===== src/rtl/seq_alu.sv =====
// seq_alu: registered ALU with a valid/ready handshake on both input and output sides.
// Define SEQ_ALU_MUL_EN to build the iterative shift-add multiplier behind opcode MUL.
module seq_alu #(
  parameter int unsigned WIDTH = 32,
  parameter int unsigned SHW   = 5
) (
  input  logic             clk,
  input  logic             reset,
  input  logic             in_valid,
  output logic             in_ready,
  input  logic [3:0]       ALUOperation,
  input  logic [WIDTH-1:0] A,
  input  logic [WIDTH-1:0] B,
  output logic             out_valid,
  input  logic             out_ready,
  output logic [WIDTH-1:0] ALUResult,
  output logic             Zero,
  output logic             Carry,
  output logic             Overflow
);

  localparam logic [3:0] OpAnd = 4'b0000;
  localparam logic [3:0] OpOr  = 4'b0001;
  localparam logic [3:0] OpNor = 4'b0010;
  localparam logic [3:0] OpAdd = 4'b0011;
  localparam logic [3:0] OpSub = 4'b0100;
  localparam logic [3:0] OpSll = 4'b0101;
  localparam logic [3:0] OpSrl = 4'b0110;
  localparam logic [3:0] OpSlt = 4'b0111;
  localparam logic [3:0] OpInc = 4'b1001;

  logic [WIDTH:0]   w_add;
  logic [WIDTH:0]   w_sub;
  logic [WIDTH:0]   w_inc;
  logic [SHW-1:0]   w_shamt;
  logic             w_sh_oor;
  logic             w_slt;
  logic [WIDTH-1:0] w_alu_res;
  logic             w_alu_c;
  logic             w_alu_v;

  logic             w_accept;
  logic             w_is_mul;
  logic             w_mul_done;
  logic [WIDTH-1:0] w_mul_res;

  logic             r_out_valid;
  logic [WIDTH-1:0] r_result;
  logic             r_zero;
  logic             r_carry;
  logic             r_ovf;

  assign w_add   = {1'b0, A} + {1'b0, B};
  assign w_sub   = {1'b0, A} - {1'b0, B};
  assign w_inc   = {1'b0, A} + {{WIDTH{1'b0}}, 1'b1};
  assign w_shamt = B[SHW-1:0];
  // Any B at or beyond WIDTH shifts every bit out, including values with bits above SHW set.
  assign w_sh_oor = (B >= WIDTH'(WIDTH));
  assign w_slt    = ($signed(A) < $signed(B));

  always_comb begin
    w_alu_res = '0;
    w_alu_c   = 1'b0;
    w_alu_v   = 1'b0;
    case (ALUOperation)
      OpAnd: w_alu_res = A & B;
      OpOr:  w_alu_res = A | B;
      OpNor: w_alu_res = ~(A | B);
      OpAdd: begin
        w_alu_res = w_add[WIDTH-1:0];
        w_alu_c   = w_add[WIDTH];
        w_alu_v   = (A[WIDTH-1] == B[WIDTH-1]) && (w_add[WIDTH-1] != A[WIDTH-1]);
      end
      OpSub: begin
        w_alu_res = w_sub[WIDTH-1:0];
        w_alu_c   = ~w_sub[WIDTH];
        w_alu_v   = (A[WIDTH-1] != B[WIDTH-1]) && (w_sub[WIDTH-1] != A[WIDTH-1]);
      end
      OpSll: w_alu_res = w_sh_oor ? '0 : (A << w_shamt);
      OpSrl: w_alu_res = w_sh_oor ? '0 : (A >> w_shamt);
      OpSlt: w_alu_res = {{(WIDTH-1){1'b0}}, w_slt};
      OpInc: begin
        w_alu_res = w_inc[WIDTH-1:0];
        w_alu_c   = w_inc[WIDTH];
        w_alu_v   = ~A[WIDTH-1] & w_inc[WIDTH-1];
      end
      default: w_alu_res = '0;
    endcase
  end

  assign w_accept = in_valid && in_ready;

`ifdef SEQ_ALU_MUL_EN
  localparam logic [3:0]  OpMul = 4'b1000;
  localparam int unsigned CntW  = $clog2(WIDTH);

  typedef enum logic {StIdle, StMult} state_e;

  state_e           r_state;
  state_e           w_state_next;
  logic [CntW-1:0]  r_cnt;
  logic [WIDTH-1:0] r_acc;
  logic [WIDTH-1:0] r_mcand;
  logic [WIDTH-1:0] r_mplier;
  logic [WIDTH-1:0] w_acc_step;

  assign w_is_mul   = (ALUOperation == OpMul);
  assign in_ready   = (r_state == StIdle) && (!r_out_valid || out_ready);
  assign w_acc_step = r_acc + (r_mplier[0] ? r_mcand : '0);
  assign w_mul_res  = w_acc_step;

  always_ff @(posedge clk) begin
    if (reset) begin
      r_state <= StIdle;
    end else begin
      r_state <= w_state_next;
    end
  end

  always_comb begin
    w_state_next = r_state;
    w_mul_done   = 1'b0;
    case (r_state)
      StIdle: begin
        if (w_accept && w_is_mul) begin
          w_state_next = StMult;
        end
      end
      StMult: begin
        if (r_cnt == '0) begin
          w_state_next = StIdle;
          w_mul_done   = 1'b1;
        end
      end
      default: w_state_next = StIdle;
    endcase
  end

  // One multiplier bit per cycle, LSB first; the product's low WIDTH bits accumulate in r_acc.
  always_ff @(posedge clk) begin
    if (reset) begin
      r_cnt    <= '0;
      r_acc    <= '0;
      r_mcand  <= '0;
      r_mplier <= '0;
    end else if (w_accept && w_is_mul) begin
      r_cnt    <= CntW'(WIDTH - 1);
      r_acc    <= '0;
      r_mcand  <= A;
      r_mplier <= B;
    end else if (r_state == StMult) begin
      r_cnt    <= r_cnt - CntW'(1);
      r_acc    <= w_acc_step;
      r_mcand  <= {r_mcand[WIDTH-2:0], 1'b0};
      r_mplier <= {1'b0, r_mplier[WIDTH-1:1]};
    end
  end
`else
  assign w_is_mul   = 1'b0;
  assign w_mul_done = 1'b0;
  assign w_mul_res  = '0;
  assign in_ready   = !r_out_valid || out_ready;
`endif

  // A new load wins over a drain in the same cycle, so back-to-back ops never bubble.
  always_ff @(posedge clk) begin
    if (reset) begin
      r_out_valid <= 1'b0;
      r_result    <= '0;
      r_zero      <= 1'b0;
      r_carry     <= 1'b0;
      r_ovf       <= 1'b0;
    end else if (w_accept && !w_is_mul) begin
      r_out_valid <= 1'b1;
      r_result    <= w_alu_res;
      r_zero      <= (w_alu_res == '0);
      r_carry     <= w_alu_c;
      r_ovf       <= w_alu_v;
    end else if (w_mul_done) begin
      r_out_valid <= 1'b1;
      r_result    <= w_mul_res;
      r_zero      <= (w_mul_res == '0);
      r_carry     <= 1'b0;
      r_ovf       <= 1'b0;
    end else if (out_ready) begin
      r_out_valid <= 1'b0;
    end
  end

  assign out_valid = r_out_valid;
  assign ALUResult = r_result;
  assign Zero      = r_zero;
  assign Carry     = r_carry;
  assign Overflow  = r_ovf;

endmodule


===== config.mk =====
export PLATFORM = sky130hd
export DESIGN_NAME = seq_alu
export DESIGN_NICKNAME = d
export VERILOG_FILES = /design/src/rtl/seq_alu.sv
export SDC_FILE = /design/constraint.sdc
export NUM_CORES = 1
export LEC_CHECK = 0
export BUFFER_PORTS_ARGS = -buffer_cell sky130_fd_sc_hd__clkbuf_2
export CORE_ASPECT_RATIO = 0.8
export CORE_MARGIN = 4
export CORE_UTILIZATION = 58
export DETAILED_ROUTE_END_ITERATION = 16
export MAX_ROUTING_LAYER = met4
export PLACE_DENSITY = 0.78
export REMOVE_ABC_BUFFERS = 1
export SYNTH_ARGS = -nofsm -noshare
export SYNTH_HDL_FRONTEND = slang
export SYNTH_SLANG_ARGS = --single-unit

===== constraint.sdc =====
create_clock -name clk -period 9.2 [get_ports clk]
set_input_delay 2.3 -clock clk [delete_from_list [all_inputs] [get_ports clk]]
set_output_delay 2.3 -clock clk [all_outputs]
set_load 0.1 [all_outputs]

==> impl_metrics.csv, run 1 <==
group,metric,value,unit
detailed_routing,wl_per_cell,28.6,microns
yosys,yosysWarningCount,0,
yosys,synthXorXnorAreaFrac,0.0304,
global_routing,grtUsageTotal,0.454,
worst_setup_path,r2r_end,"Zero",
worst_setup_path,start_kind,"input port",
sta,layout_min_cycle_time,7260,ps
layout,synthToLayoutAreaGrowth,4.54,%
detailed_routing,routed_wl,51600,microns
yosys,ys_ff_latch,36,
clock_tree,cts_sinks,36,
power,p_leak,4.94,nW
worst_setup_path,critPathArrivalTime,7500,ps
clock_tree,path_clk_slew,80,ps
yosys,synth_top_family_by_area,"compound AO/OA/AOI/OAI gates",
yosys,yosysSeqAreaShare,0.0625,
yosys,synthCells,1562,
detailed_routing,vias,13874,
sta,slew_viol_final,0,
status,outcome,"complete, no violations",
worst_setup_path,cpMaxStageDelayCell,"or4_1",
sta,rsz0062_at_grt,"no",
sta,timing.fmax,138,MHz
yosys,synth_mux_area_frac,0.173,
sta,setup_viol,0,
floorplanning,row_count,45,
layout,drive_above_1_share,0.155,
worst_setup_path,critPathMaxStageDelay,610,ps
clock_tree,cts_buffers,5,
clock_tree,h-tree-depth,2,
worst_setup_path,rr_startpoint,"out_valid",
sta,hold_viol_final,0,
clock_tree,tritoncts,"built",
floorplanning,initial_utilization,0.599,
layout,multi_input_area,9820,sq um
worst_setup_path,cp-end-kind,"register",
sta,fin_skew,18.4,ps
power,power_density,95.0,nW/um^2
detailed_routing,initialDrtViolationCount,2938,
clock_tree,cts_setup_buffers,0,
worst_setup_path,cp.required,9430,ps
power,p_total,0.00115,W
global_routing,grt_max_degree,73,
sta,setup_ws,1940,ps
layout,fill_cells,1787,
flow_run,cap_violations,0,
yosys,avgSynthCellArea,7.39,sq um
detailed_routing,drtAntennaViolNets,0,
worst_hold_path,hold_depth,2,
clock_tree,cts_buffer_depth,2,
worst_setup_path,critical_path_class,"in -> reg",
yosys,synth_edf_count,0,
place,dp_slack,1890,ps
worst_setup_path,cp_max_fo,62,
sta,tns,0,ps
yosys,synth-compound-area-share,0.335,
detailed_routing,viasPerCell,7.69,
worst_hold_path,min_from,"ALUResult[13]",
worst_hold_path,hold_class,"reg -> reg",
global_routing,antenna_found_initial,2,
power,vdd_drop_max,0.0748,mV
yosys,ys_async_sr_fraction,0,
clock_tree,postCtsHoldBufs,0,
layout,register_area,721,sq um
floorplanning,core,19300,sq um
worst_hold_path,min_to,"ALUResult[13]",
floorplanning,die_h,134,microns
place,place.port_buffers,108,
clock_tree,clkLatencyLatePin,320,ps
clock_tree,root_buffer,"clkbuf_16",
place,hpwlAfterDp,37700,microns
sta,hold_ws,466,ps
global_routing,grt_pass1_wl,77500,microns
layout,nets,1722,
sta,max-slew-margin-rel,0.103,
place,gp_congestion,1.11,
worst_setup_path,rr_worst_depth,9,
yosys,ys.flop_type,"dfxtp_1",
clock_tree,cts_resized,0,
sta,worstMarginPinSlew,1340,ps
floorplanning,io_pins,109,
yosys,synth-adder-area-share,0.117,
worst_setup_path,path_cells,"clkbuf_2 > buf_4 > fa_1 > a211oi_1 > o21ai_0 > o211ai_1 > nand2_1 > a41oi_1 > o31ai_1 > a311oi_1 > a31oi_1 > nand4b_1 > or4_1 > o32ai_2",
yosys,yosysUniqueCellTypes,92,
global_routing,first_global_vias,12608,
yosys,synth_simple_gate_area_frac,0.194,
detailed_routing,drc,0,
worst_setup_path,ff2ff_setup_slack,5960,ps
floorplanning,die-area,22200,sq um
floorplanning,die_w,166,microns
global_routing,grt_overflow,0,
detailed_routing,drt-pass1-iter-count,7,
layout,final_cell_area,12100,sq um
sta,fin_crit_sh,0.790,
place,dpl_cell_area,11900,sq um
yosys,syn-cell-area,11500,sq um
-- worst max path at each step --
stage                          startpoint  endpoint  slack (ps)  cells past startpoint
after floorplan           ALUOperation[3]      Zero        2660                      7
after detailed placement             B[1]      Zero        1890                     14
after global placement               B[1]      Zero        1930                     14
final                                B[1]      Zero        1940                     14
after CTS                            B[1]      Zero        2200                     14
after global routing                 B[4]      Zero        1810                     14
-- cell families (layout without fill, tap and decap cells) --
family / after synthesis / in the layout
buffers and inverters: 250 / 232
DFF: 36 / 36
xor gates and xnor gates: 40 / 40
adders and majority gates: 107 / 107
muxes: 128 / 128
and+or+nand+nor: 452 / 452
AOI/OAI and AO/OA: 549 / 549
other: 0 / 2
-- cell type report --
type | count | share of cell area
Clock buffer | 7 | 0.0118
Antenna cell | 2 | 0.000415
Timing Repair Buffer | 124 | 0.0550
Sequential cell | 36 | 0.0598
Inverter | 100 | 0.0311
Tap cell | 258 | 0.0268
Multi-Input combinational cell | 1276 | 0.815
Clock inverter | 1 | 0.000622
-- layer usage --
layer  GRT usage  routed length, microns
met5           -                       0
met4       0.184                    2720
met2       0.597                   19900
met1       0.619                   19500
met3       0.172                    9550
-- cells in the mapped netlist (23+ instances only) --
master    count  share of area
buf_2        23          0.010
a21oi_1     113          0.049
mux2i_1      47          0.041
ha_1        105           0.11
mux2_2       26          0.025
dfxtp_1      36          0.062
inv_1        94          0.031
o221ai_1     35          0.027
nor3_1       33          0.014
o21ai_0      83          0.036
nand2_1     125          0.041
mux4_2       47          0.092
nand3_1      45          0.020
a211oi_1     47          0.031
o22ai_1      28          0.015
xnor2_1      38          0.029
clkbuf_1    115          0.037
nor2_1      107          0.035
-- critical path, delay by kind of cell --
family / cells / cell delay (ps)
AO/OA/AOI/OAI: 8 / 2940
buffers and inverters: 2 / 440
AND/OR/NAND/NOR: 3 / 1210
adder cells (fa/ha/maj): 1 / 580
-- where the power goes --
group / leakage, nW / total [W] / internal (W) / switching [W]
combinational: 4.57 / 0.000759 / 0.000238 / 0.000521
clock: 0.0701 / 0.000210 / 0.000109 / 0.000101
sequential: 0.298 / 0.000177 / 0.000169 / 0.00000796
total: 4.94 / 0.00115 / 0.000516 / 0.000630
-- through the flow --
stage          utilization  cells
2_1_floorplan            -   1412
3_3_place_gp         0.618   1794
3_5_place_dp         0.618   1794
4_1_cts              0.626   1802
5_1_grt              0.626   1804
6_report             0.626   1804
-- sequential cells by signal, indices dropped and copies added, names as in the netlist --
name / cells
Zero: 1
Carry: 1
out_valid: 1
ALUResult: 32
Overflow: 1
-- cells in the final DEF, fill, tap and decap left out, drive strengths merged, types with 47 or more instances in the layout --
cell type,Yosys,final
a211oi,49,49
a21oi,113,113
clkbuf,115,113
ha,105,105
inv,95,95
mux2i,47,47
mux4,52,52
nand2,126,126
nor2,107,107
o21ai,86,86
Note: power is estimated with default switching activity, not from simulation.
==> inputs of run 2 (changes only) <==
CORE_UTILIZATION = 57   (was 58)
PLACE_DENSITY = 0.8   (was 0.78)
clock period = 6.4 ns   (was 9.2 ns; I/O delays follow)
==> run 2 against run 1 <==
  * Die area up 1.7%
  * Utilization up 0.17 points
  * Setup slack worse by 1500 ps
  * Sequential share of layout area down 0.20 points
  * Clock skew up 1.4 ps
  * Final cell count up 3.2%
  * Non-clock buffer count up 53
  * Register-to-register slack worse by 2100 ps
==> impl_metrics.csv, run 2 (same netlist as run 1, synthesis figures left out) <==
group,metric,value,unit
place,gp_congestion,1.16,
floorplanning,io_pins,109,
global_routing,grtUsageTotal,0.475,
detailed_routing,initialDrtViolationCount,3366,
worst_setup_path,cp-end-kind,"register",
layout,synthToLayoutAreaGrowth,8.09,%
floorplanning,row_count,46,
layout,final_cell_area,12500,sq um
clock_tree,cts_resized,0,
status,outcome,"complete, no violations",
detailed_routing,vias,14292,
worst_setup_path,rr_startpoint,"out_valid",
detailed_routing,viasPerCell,7.68,
worst_setup_path,crit_start,"B[4]",
sta,setup_viol,0,
detailed_routing,wl_per_cell,29.4,microns
detailed_routing,drt-pass1-iter-count,7,
layout,fin_cells,1862,
sta,worstMarginPinSlew,1190,ps
worst_setup_path,start_kind,"input port",
layout,fill_cells,1818,
layout,layout_common_cells,"nand2_1, a21oi_1, nor2_1, clkbuf_2, ha_1",
global_routing,antenna_found_initial,1,
sta,max-slew-margin-rel,0.196,
power,vdd_drop_max,0.126,mV
floorplanning,die_h,135,microns
clock_tree,path_clk_slew,70,ps
clock_tree,h-tree-depth,2,
global_routing,grt_max_degree,89,
sta,rsz0062_at_grt,"no",
clock_tree,cts_buffers,5,
worst_setup_path,cp.required,6620,ps
clock_tree,cts_buffer_depth,2,
place,dpl_cell_area,12300,sq um
clock_tree,postCtsHoldBufs,0,
worst_hold_path,min_from,"ALUResult[13]",
floorplanning,initial_utilization,0.581,
clock_tree,root_buffer,"clkbuf_16",
layout,final_common_cell,"nand2_1",
floorplanning,die-area,22600,sq um
global_routing,grt_overflow,0,
clock_tree,tritoncts,"built",
worst_hold_path,hold_class,"reg -> reg",
global_routing,grt_pass1_wl,80800,microns
layout,nets,1775,
sta,timing.fmax,168,MHz
floorplanning,die_w,167,microns
floorplanning,core,19900,sq um
sta,layout_min_cycle_time,5960,ps
sta,fin_skew,19.8,ps
sta,slew_viol_final,0,
power,power_density,135,nW/um^2
layout,drive_above_1_share,0.183,
detailed_routing,drtAntennaViolNets,0,
clock_tree,clkLatencyLatePin,320,ps
clock_tree,cts_sinks,36,
layout,largest_reg_flops,32,
detailed_routing,drc,0,
worst_setup_path,critical_path_class,"in -> reg",
place,hpwlAfterDp,41400,microns
global_routing,first_global_vias,12919,
place,place.port_buffers,108,
clock_tree,cts_setup_buffers,0,
sta,hold_viol_final,0,
worst_setup_path,critPathArrivalTime,6180,ps
power,p_total,0.00168,W
detailed_routing,routed_wl,54800,microns
place,post-place-cells,1853,
sta,fin_crit_sh,0.931,
flow_run,cap_violations,0,
sta,tns,0,ps
worst_setup_path,cp_max_fo,9,
power,p_leak,5.20,nW
run 2: cell types whose count changed in the layout (fill, tap and decap cells not counted), sizes merged:
| cell | delta |
|---|---|
| clkinv | +3 |
| clkbuf | -2 |
| clkinvlp | -1 |
| diode | -1 |
| buf | +53 |
run 2: path summary, 6_finish.rpt:
check	endpoint	slack, ps	depth (start not counted)
setup / recovery	Zero	440	16
hold / removal	ALUResult[13]	460	2
setup reg to reg	Zero	3910	8
hold reg to reg	ALUResult[13]	460	2
run 2: final cells by class:
| class | instances | area, sq um | area share |
|---|---|---|---|
| multi-input combinational | 1276 | 9820 | 0.788 |
| timing repair buffer | 177 | 1070 | 0.0861 |
| sequential | 36 | 721 | 0.0578 |
| inverter | 100 | 375 | 0.0301 |
| tap | 264 | 330 | 0.0265 |
| clock buffer | 5 | 125 | 0.0100 |
| clock inverter | 3 | 18.8 | 0.00150 |
| antenna | 1 | 2.50 | 0.000201 |
run 2: where the power goes:
part	leakage [nW]	switching (W)	internal [W]
sequential	0.298	0.00000938	0.000243
combinational	4.83	0.000784	0.000368
clock	0.0736	0.000135	0.000145
run 2: metrics by stage:
| step | utilization | setup slack, ps | hold WS (ps) |
|---|---|---|---|
| 4_1_cts | 0.628 | 775 | 465 |
| 3_3_place_gp | 0.621 | 510 | 444 |
| 6_report | 0.628 | 442 | 461 |
| 2_1_floorplan | - | 558 | 887 |
| 5_1_grt | 0.628 | 458 | 496 |
| 3_5_place_dp | 0.621 | 467 | 456 |
run 2: layer usage:
metal / GRT usage / vias up / share of wire
li1: - / 6033 / -
met1: 0.641 / 6633 / 0.38
met2: 0.627 / 1372 / 0.38
met3: 0.190 / 254 / 0.19
met4: 0.192 / 0 / 0.056
met5: - / - / 0
run 2: worst max-delay path: stages:
cell       delay, ps
clkbuf_2         110
inv_2            150
ha_1             420
inv_1            170
a2111oi_0        820
buf_4            240
a211oi_1          90
a211oi_2         430
a211oi_1         300
o41ai_1          520
buf_4            220
o21ai_0           90
a22o_1           220
a22oi_1          240
nand3_1          270
o32ai_2          290
